**src/rtl/seq_mul_n_if.sv**
```systemverilog
// Request/response bundle for the sequential multiplier: operands and mode in,
// product and busy/fin handshake out.
interface seq_mul_n_if #(
    parameter int W = 8
);
    logic           start;
    logic           sgn;
    logic [W-1:0]   A;
    logic [W-1:0]   B;
    logic [2*W-1:0] O;
    logic           busy;
    logic           fin;

    modport master (
        output start, sgn, A, B,
        input  O, busy, fin
    );

    modport slave (
        input  start, sgn, A, B,
        output O, busy, fin
    );
endinterface

```
**src/rtl/seq_mul_n.sv**
```systemverilog
// Multi-cycle shift-add multiplier, W x W -> 2W, unsigned or two's-complement.
// Works on operand magnitudes MSB-first and applies the sign at the end.
module seq_mul_n #(
    parameter int W = 8
) (
    input logic        ck,
    input logic        rst,
    seq_mul_n_if.slave bus
);
    localparam int CW = (W > 1) ? $clog2(W) : 1;

    localparam logic [1:0] IDLE = 2'd0;
    localparam logic [1:0] RUN  = 2'd1;
    localparam logic [1:0] DONE = 2'd2;

    logic [1:0]     state;
    logic [W-1:0]   ma;
    logic [W-1:0]   mb;
    logic           neg;
    logic [2*W-1:0] acc;
    logic [CW-1:0]  cnt;
    logic [2*W-1:0] prod;
    logic           busy_q;
    logic           fin_q;

    logic [W-1:0]   a_mag;
    logic [W-1:0]   b_mag;
    logic [2*W-1:0] addend;

    // The magnitude of the most negative value still fits W bits unsigned.
    assign a_mag  = (bus.sgn && bus.A[W-1]) ? ((~bus.A) + W'(1)) : bus.A;
    assign b_mag  = (bus.sgn && bus.B[W-1]) ? ((~bus.B) + W'(1)) : bus.B;
    assign addend = mb[cnt] ? {{W{1'b0}}, ma} : '0;

    always_ff @(posedge ck or posedge rst) begin
        if (rst) begin
            state  <= IDLE;
            ma     <= '0;
            mb     <= '0;
            neg    <= 1'b0;
            acc    <= '0;
            cnt    <= '0;
            prod   <= '0;
            busy_q <= 1'b0;
            fin_q  <= 1'b0;
        end else begin
            fin_q <= 1'b0;
            case (state)
                IDLE: begin
                    if (bus.start) begin
                        ma     <= a_mag;
                        mb     <= b_mag;
                        neg    <= bus.sgn & (bus.A[W-1] ^ bus.B[W-1]);
                        acc    <= '0;
                        cnt    <= CW'(W - 1);
                        busy_q <= 1'b1;
                        state  <= RUN;
                    end
                end
                RUN: begin
                    acc <= (acc << 1) + addend;
                    if (cnt == '0) begin
                        state <= DONE;
                    end else begin
                        cnt <= cnt - 1'b1;
                    end
                end
                DONE: begin
                    prod   <= neg ? ((~acc) + {{(2*W-1){1'b0}}, 1'b1}) : acc;
                    fin_q  <= 1'b1;
                    busy_q <= 1'b0;
                    state  <= IDLE;
                end
                default: begin
                    state  <= IDLE;
                    busy_q <= 1'b0;
                end
            endcase
        end
    end

    assign bus.O    = prod;
    assign bus.busy = busy_q;
    assign bus.fin  = fin_q;
endmodule

```
**src/flat_wrapper.sv**
```systemverilog
// flat-port wrapper written by rule: the top's interface ports become plain ports
module seq_mul_n_flat 
#(
    parameter int W = 8
)
  (ck, rst, bus_start, bus_sgn, bus_A, bus_B, bus_O, bus_busy, bus_fin);
  seq_mul_n_if #(.W(W)) bus_i ();
  input logic ck;
  input logic rst;
  input wire logic [$bits(bus_i.start)-1:0] bus_start;
  input wire logic [$bits(bus_i.sgn)-1:0] bus_sgn;
  input wire logic [$bits(bus_i.A)-1:0] bus_A;
  input wire logic [$bits(bus_i.B)-1:0] bus_B;
  output wire logic [$bits(bus_i.O)-1:0] bus_O;
  output wire logic [$bits(bus_i.busy)-1:0] bus_busy;
  output wire logic [$bits(bus_i.fin)-1:0] bus_fin;
  assign bus_i.start = bus_start;
  assign bus_i.sgn = bus_sgn;
  assign bus_i.A = bus_A;
  assign bus_i.B = bus_B;
  assign bus_O = bus_i.O;
  assign bus_busy = bus_i.busy;
  assign bus_fin = bus_i.fin;
  seq_mul_n #(.W(W)) u_core (.ck(ck), .rst(rst), .bus(bus_i));
endmodule
```
**config.mk**
```make
export PLATFORM = sky130hd
export DESIGN_NAME = seq_mul_n_flat
export DESIGN_NICKNAME = d
export VERILOG_FILES = /design/src/rtl/seq_mul_n_if.sv /design/src/rtl/seq_mul_n.sv /design/src/flat_wrapper.sv
export SDC_FILE = /design/constraint.sdc
export NUM_CORES = 1
export LEC_CHECK = 0
export BUFFER_PORTS_ARGS = -buffer_cell sky130_fd_sc_hd__buf_2
export CAP_MARGIN = 20
export CORE_MARGIN = 2
export CORE_UTILIZATION = 40
export DETAILED_ROUTE_END_ITERATION = 10
export GPL_ROUTABILITY_DRIVEN = 1
export SKIP_CTS_REPAIR_TIMING = 1
export SYNTH_ARGS = -nofsm -noshare
export SYNTH_HDL_FRONTEND = slang
export SYNTH_SLANG_ARGS = --single-unit
```
**constraint.sdc**
```tcl
create_clock -name ck -period 3.5 [get_ports ck]
set_clock_uncertainty 0.15 [all_clocks]
set_input_delay 0 -clock ck [delete_from_list [all_inputs] [get_ports ck]]
set_output_delay 0 -clock ck [all_outputs]
set_load 0.05 [all_outputs]
```
* Word level (Yosys, flattened, before mapping) *
Index checks and enable logic that the tools add are counted.

word-level totals
  output and inout port bits = 18
  input port bits = 20
  logic and storage cells = 53
  bits in registers = 56

cells by class
  equality and inequality tests = 5
  mux-type cells = 17
  add/subtract/negate cells = 5
  reduce and logical (&&, ||, !) cells = 10
  order comparisons = 1
  bitwise operators = 6

operators by type and width
  operator                 number
  $mux W16                 2
  $pmux W16 S2             1
  $mux W8                  3
  $add A16 B1 Y16 const B  1
  $add A16 B16 Y16         1
  $add A8 B1 Y8 const B    2
  $not A16 Y16             1
  $not A8 Y8               2
  $reduce_and A2 Y1        4
  $mux W3                  2
  $pmux W3 S2              1
  $lt A3 B4 Y1 const B     1
  $mux W2                  2
  $ne A2 B2 Y1 const B     2
  $pmux W2 S2              1
  $bmux W1 S3              1
  $logic_not A3 Y1         1
  $mux W1                  3
  $reduce_and A3 Y1        1
  $sub A3 B1 Y3 const B    1
  $eq A2 B1 Y1 const B     1
  $eq A2 B2 Y1 const B     1
  $logic_and A1 B1 Y1      2
  $logic_not A2 Y1         1
  6 further kinds          6

* Longest topological paths before layout *
  depth in word-level cells = 5
  depth in mapped cells = 10
  mapped depth without buffers = 10

* Worst setup path before layout *
No wires, ideal clock.

  path kind = reg2reg
  start point = reg u_core.cnt[0]
  end point = reg u_core.acc[9]
  data required time = 3217 ps
  setup time = 133 ps
  path slack = 181 ps
  arrival = 3035 ps
  path buffers = 0
  clock period less this slack = 3319 ps
  stages on the path, launching flop included = 11
  path through = dfrtp_1 -> mux4_2 -> mux2i_1 -> nor2b_1 -> ha_1 -> fa_1 -> a211o_1 -> a211oi_1 -> nor3b_1 -> xnor2_1 -> o21ai_0

on the way
  word-level cells in the longest chain between the ends = 5

ends and longest elaborated chain
  element                        line             text
  start, declared                seq_mul_n.sv:21  logic [CW-1:0] cnt;
  start signal, assigned         seq_mul_n.sv:55  cnt <= CW'(W - 1);
  start signal, assigned         seq_mul_n.sv:65  cnt <= cnt - 1'b1;
  $bmux W1 S3                    seq_mul_n.sv:33  assign addend = mb[cnt] ? {{W{1'b0}}, ma} : '0;
  $mux W1 (implied by the code)  seq_mul_n.sv:33
  $mux W8                        seq_mul_n.sv:33
  $add A16 B16 Y16               seq_mul_n.sv:61  acc <= (acc << 1) + addend;
  $pmux W16 S2                   seq_mul_n.sv:48  case (state)
  end signal, assigned           seq_mul_n.sv:61
  end, declared                  seq_mul_n.sv:20  logic [2*W-1:0] acc;

No other way between the ends. The select of a mux whose other input is x is not followed.
A chain may end at the register's enable or synchronous reset.

* Worst setup path after layout *
  start point = reg u_core.cnt[0]
  end point = reg u_core.acc[11]

Same word-level chain as after synthesis.

==> qor.csv <==
metric,value,unit
Net Sw Frac,0.447,
share of power burned in registers,0.384,
Multi-input gate area,0.00166,mm^2
area growth from synthesis to layout,19.1,%
Max Root-Sink Buffers,2,
max-cap violation count,0,
num ports,38,
vias in the first global route,2371,
Yosys cell types,45,
min Tclk post-route,3.24,ns
Register Area,0.00140,mm^2
status,finished clean,
Power Total,3.10,mW
DRC Markers,0,
Root Buffer,clkbuf_8,
grt total ovfl,0,
clock share of power,0.137,
final non-filler cell total,502,
Final setup viols,0,
Reg2Reg Depth,11,
Sink Count,56,
share of cells above drive strength 1,0.143,
max-slew violation count,0,
Max Fanout on Critical Path,5,
Core Region,0.00773,mm^2
WL final,6.43,mm
Post-synth EDFFs,0,
CP Class,flip-flop to flip-flop,
Worst-path clk slew,0.11,ns
Chip Height,93.2,um
Hold Crit Class,input pin to flip-flop,
Mean Syn Cell Area,9.23,um^2
R2R Setup Slk,0.26,ns
GR Util met3,0.0290,
syn nets,378,
type of origin of the critical path,flip-flop,
first-pass GRT wire length,10.8,mm
CTS tree,built,
Comb power frac,0.479,
Final HPWL DP,4.56,mm
drt first pass iters,4,
All-Layer GR Usage,0.153,
gr busiest metal,met2,
drt wl/cell,12.8,um
DIE AREA,0.00869,mm^2
placed cells,473,
cell count after synthesis,345,
CTS H-Tree Depth,2,
Starting Density,0.412,
antenna cells,0,
CP arrival,3.27,ns
Worst-Margin Slew,0.881,ns
"commonest non-fill, non-tap cell in the layout",nand2_1,
Iter 0 DRT Violations,111,
clock latency on the worst-skew pair,0.32,ns
WHS Path Cells,4,
most frequent cells in the layout,"64 x nand2_1, 56 x dfrtp_1, 46 x o21ai_0, 37 x buf_2, 22 x xor2_1",
Synthesis Warnings,0,
Final Cycle Share,0.926,
initial antenna violation count,0,
Fin. Hold Viols,0,
worst IR drop on VDD,254,uV
Worst Hold Path EP,u_core.neg,
reg2reg start,u_core.cnt[0],
most used flip-flop cell after synthesis,dfrtp_1,
met1 Use GR,0.193,
Highest Clock Rate,0.309,GHz
Final Net Count,432,
internal power,1.72,mW
"Seq/Total Area, Yosys",0.440,
Async SR Flop Fraction,1.00,
# fillers,753,
# rows,32,
dpl cell area,0.00346,mm^2
routing usage on met2,0.267,
Die X,93.2,um
Placer Congestion,0.848,
Required @ worst endpoint,3.53,ns
Pleak,1.76,nW
max_slew headroom,0.411,
Worst R2R End,u_core.acc[11],
Vias,2538,
largest net degree at the start of global routing,41,
sw power,1.39,mW
Crit. End Element,flip-flop,
port bufs,37,
antenna-violating nets left,0,
RSZ-0062 raised after global routing,no,
CTS Buf Count,5,
post-route cell area,0.00379,mm^2
Pwr per Cell Area,818,mW/mm^2
Setup TNS,0,ns
Yosys reg bits,56,
Vias/cell,5.06,
hold path startpoint,bus_start,
"Cell Area, Synth",0.00318,mm^2
## critical path, stage by stage, from the launching register on
cell	delay [ns]
dfrtp_1	0.46
mux4_2	0.52
mux2i_1	0.20
nor2b_1	0.07
ha_1	0.22
fa_1	0.43
a211o_1	0.33
a211oi_1	0.26
buf_4	0.17
nor3_1	0.05
xnor2_1	0.15
o21ai_0	0.08
## metal layers
| metal | vias up | share of wire |
|---|---|---|
| li1 | 1308 | - |
| met2 | 49 | 0.49 |
| met4 | 0 | 0.012 |
| met3 | 7 | 0.029 |
| met5 | - | 0 |
| met1 | 1174 | 0.47 |
## how the worst max path moves through the flow
stage	start	endpoint	depth (start not counted)
6_report	u_core.cnt[0]	u_core.acc[11]	11
5_1_grt	u_core.cnt[0]	u_core.acc[11]	11
4_1_cts	u_core.cnt[0]	u_core.acc[11]	11
3_5_place_dp	u_core.cnt[0]	u_core.acc[11]	11
3_3_place_gp	u_core.cnt[0]	u_core.acc[13]	11
2_1_floorplan	u_core.cnt[0]	u_core.acc[9]	10
## metrics by stage
stage / hold WS (ns) / util / setup slack [ns]
detailed placement: 0.0650 / 0.448 / 0.270
global placement: 0.0719 / 0.448 / 0.344
finish: 0.00988 / 0.491 / 0.260
global route: 0.0509 / 0.491 / 0.00602
CTS: -0.289 / 0.463 / 0.227
floorplan: -0.0220 / - / 0.181
## logic make-up after synthesis
| kind of cell | share of synthesized area |
|---|---|
| muxes | 0.0267 |
| AOI/OAI and AO/OA | 0.167 |
| adders and majority gates | 0.0535 |
| xor gates and xnor gates | 0.0963 |
| buffers and inverters | 0.0381 |
| DFF | 0.440 |
| and+or+nand+nor | 0.178 |
## power groups by stage
| stage | combinational [mW] | sequential (mW) | clock [mW] |
|---|---|---|---|
| 6_report | 1.48 | 1.19 | 0.426 |
| 5_1_grt | 1.68 | 1.24 | 0.459 |
| 4_1_cts | 1.49 | 1.19 | 0.443 |
| 3_5_place_dp | 1.48 | 1.21 | 0 |
| 3_3_place_gp | 1.45 | 1.20 | 0 |
| 2_1_floorplan | 1.02 | 1.32 | 0 |
## flip-flops by register name, indices dropped and copies added, names as in the netlist
register	cells
u_core.acc	16
u_core.bus.O	16
u_core.ma	8
u_core.mb	8
u_core.cnt	3
u_core.state	2
u_core.bus.busy	1
u_core.bus.fin	1
u_core.neg	1
## Yosys cell counts (all sizes together) (2+ instances only)
library cell	n	area, um^2
nor2b	10	62.6
o21ai	48	240
ha	12	150
a31oi	2	12.5
inv	14	52.6
o41ai	2	17.5
or3	5	31.3
o211ai	3	22.5
mux2i	4	40.0
a32o	2	20.0
a22o	2	17.5
or4	2	22.5
a211oi	2	15.0
a21oi	7	35.0
mux4	2	45.0
nor2	11	41.3
xnor2	13	114
clkbuf	12	45.0
nand3	10	50.1
a311o	3	30.0
dfrtp	56	1400
xor2	22	193
nand2	64	240
a21o	3	22.5
nor4	3	18.8
nor3b	3	22.5
o31ai	6	58.8
nor3	4	20.0
nand2b	3	18.8
buf	4	23.8
## cell type report
cell class / count / area share
flip-flops and latches: 56 / 0.370
repair buffers: 63 / 0.116
well taps: 102 / 0.0337
multi-input cells: 259 / 0.438
clock inverters: 3 / 0.0112
inverters: 14 / 0.0139
clock buffers: 5 / 0.0182
Note: power is estimated with default switching activity, not from simulation.
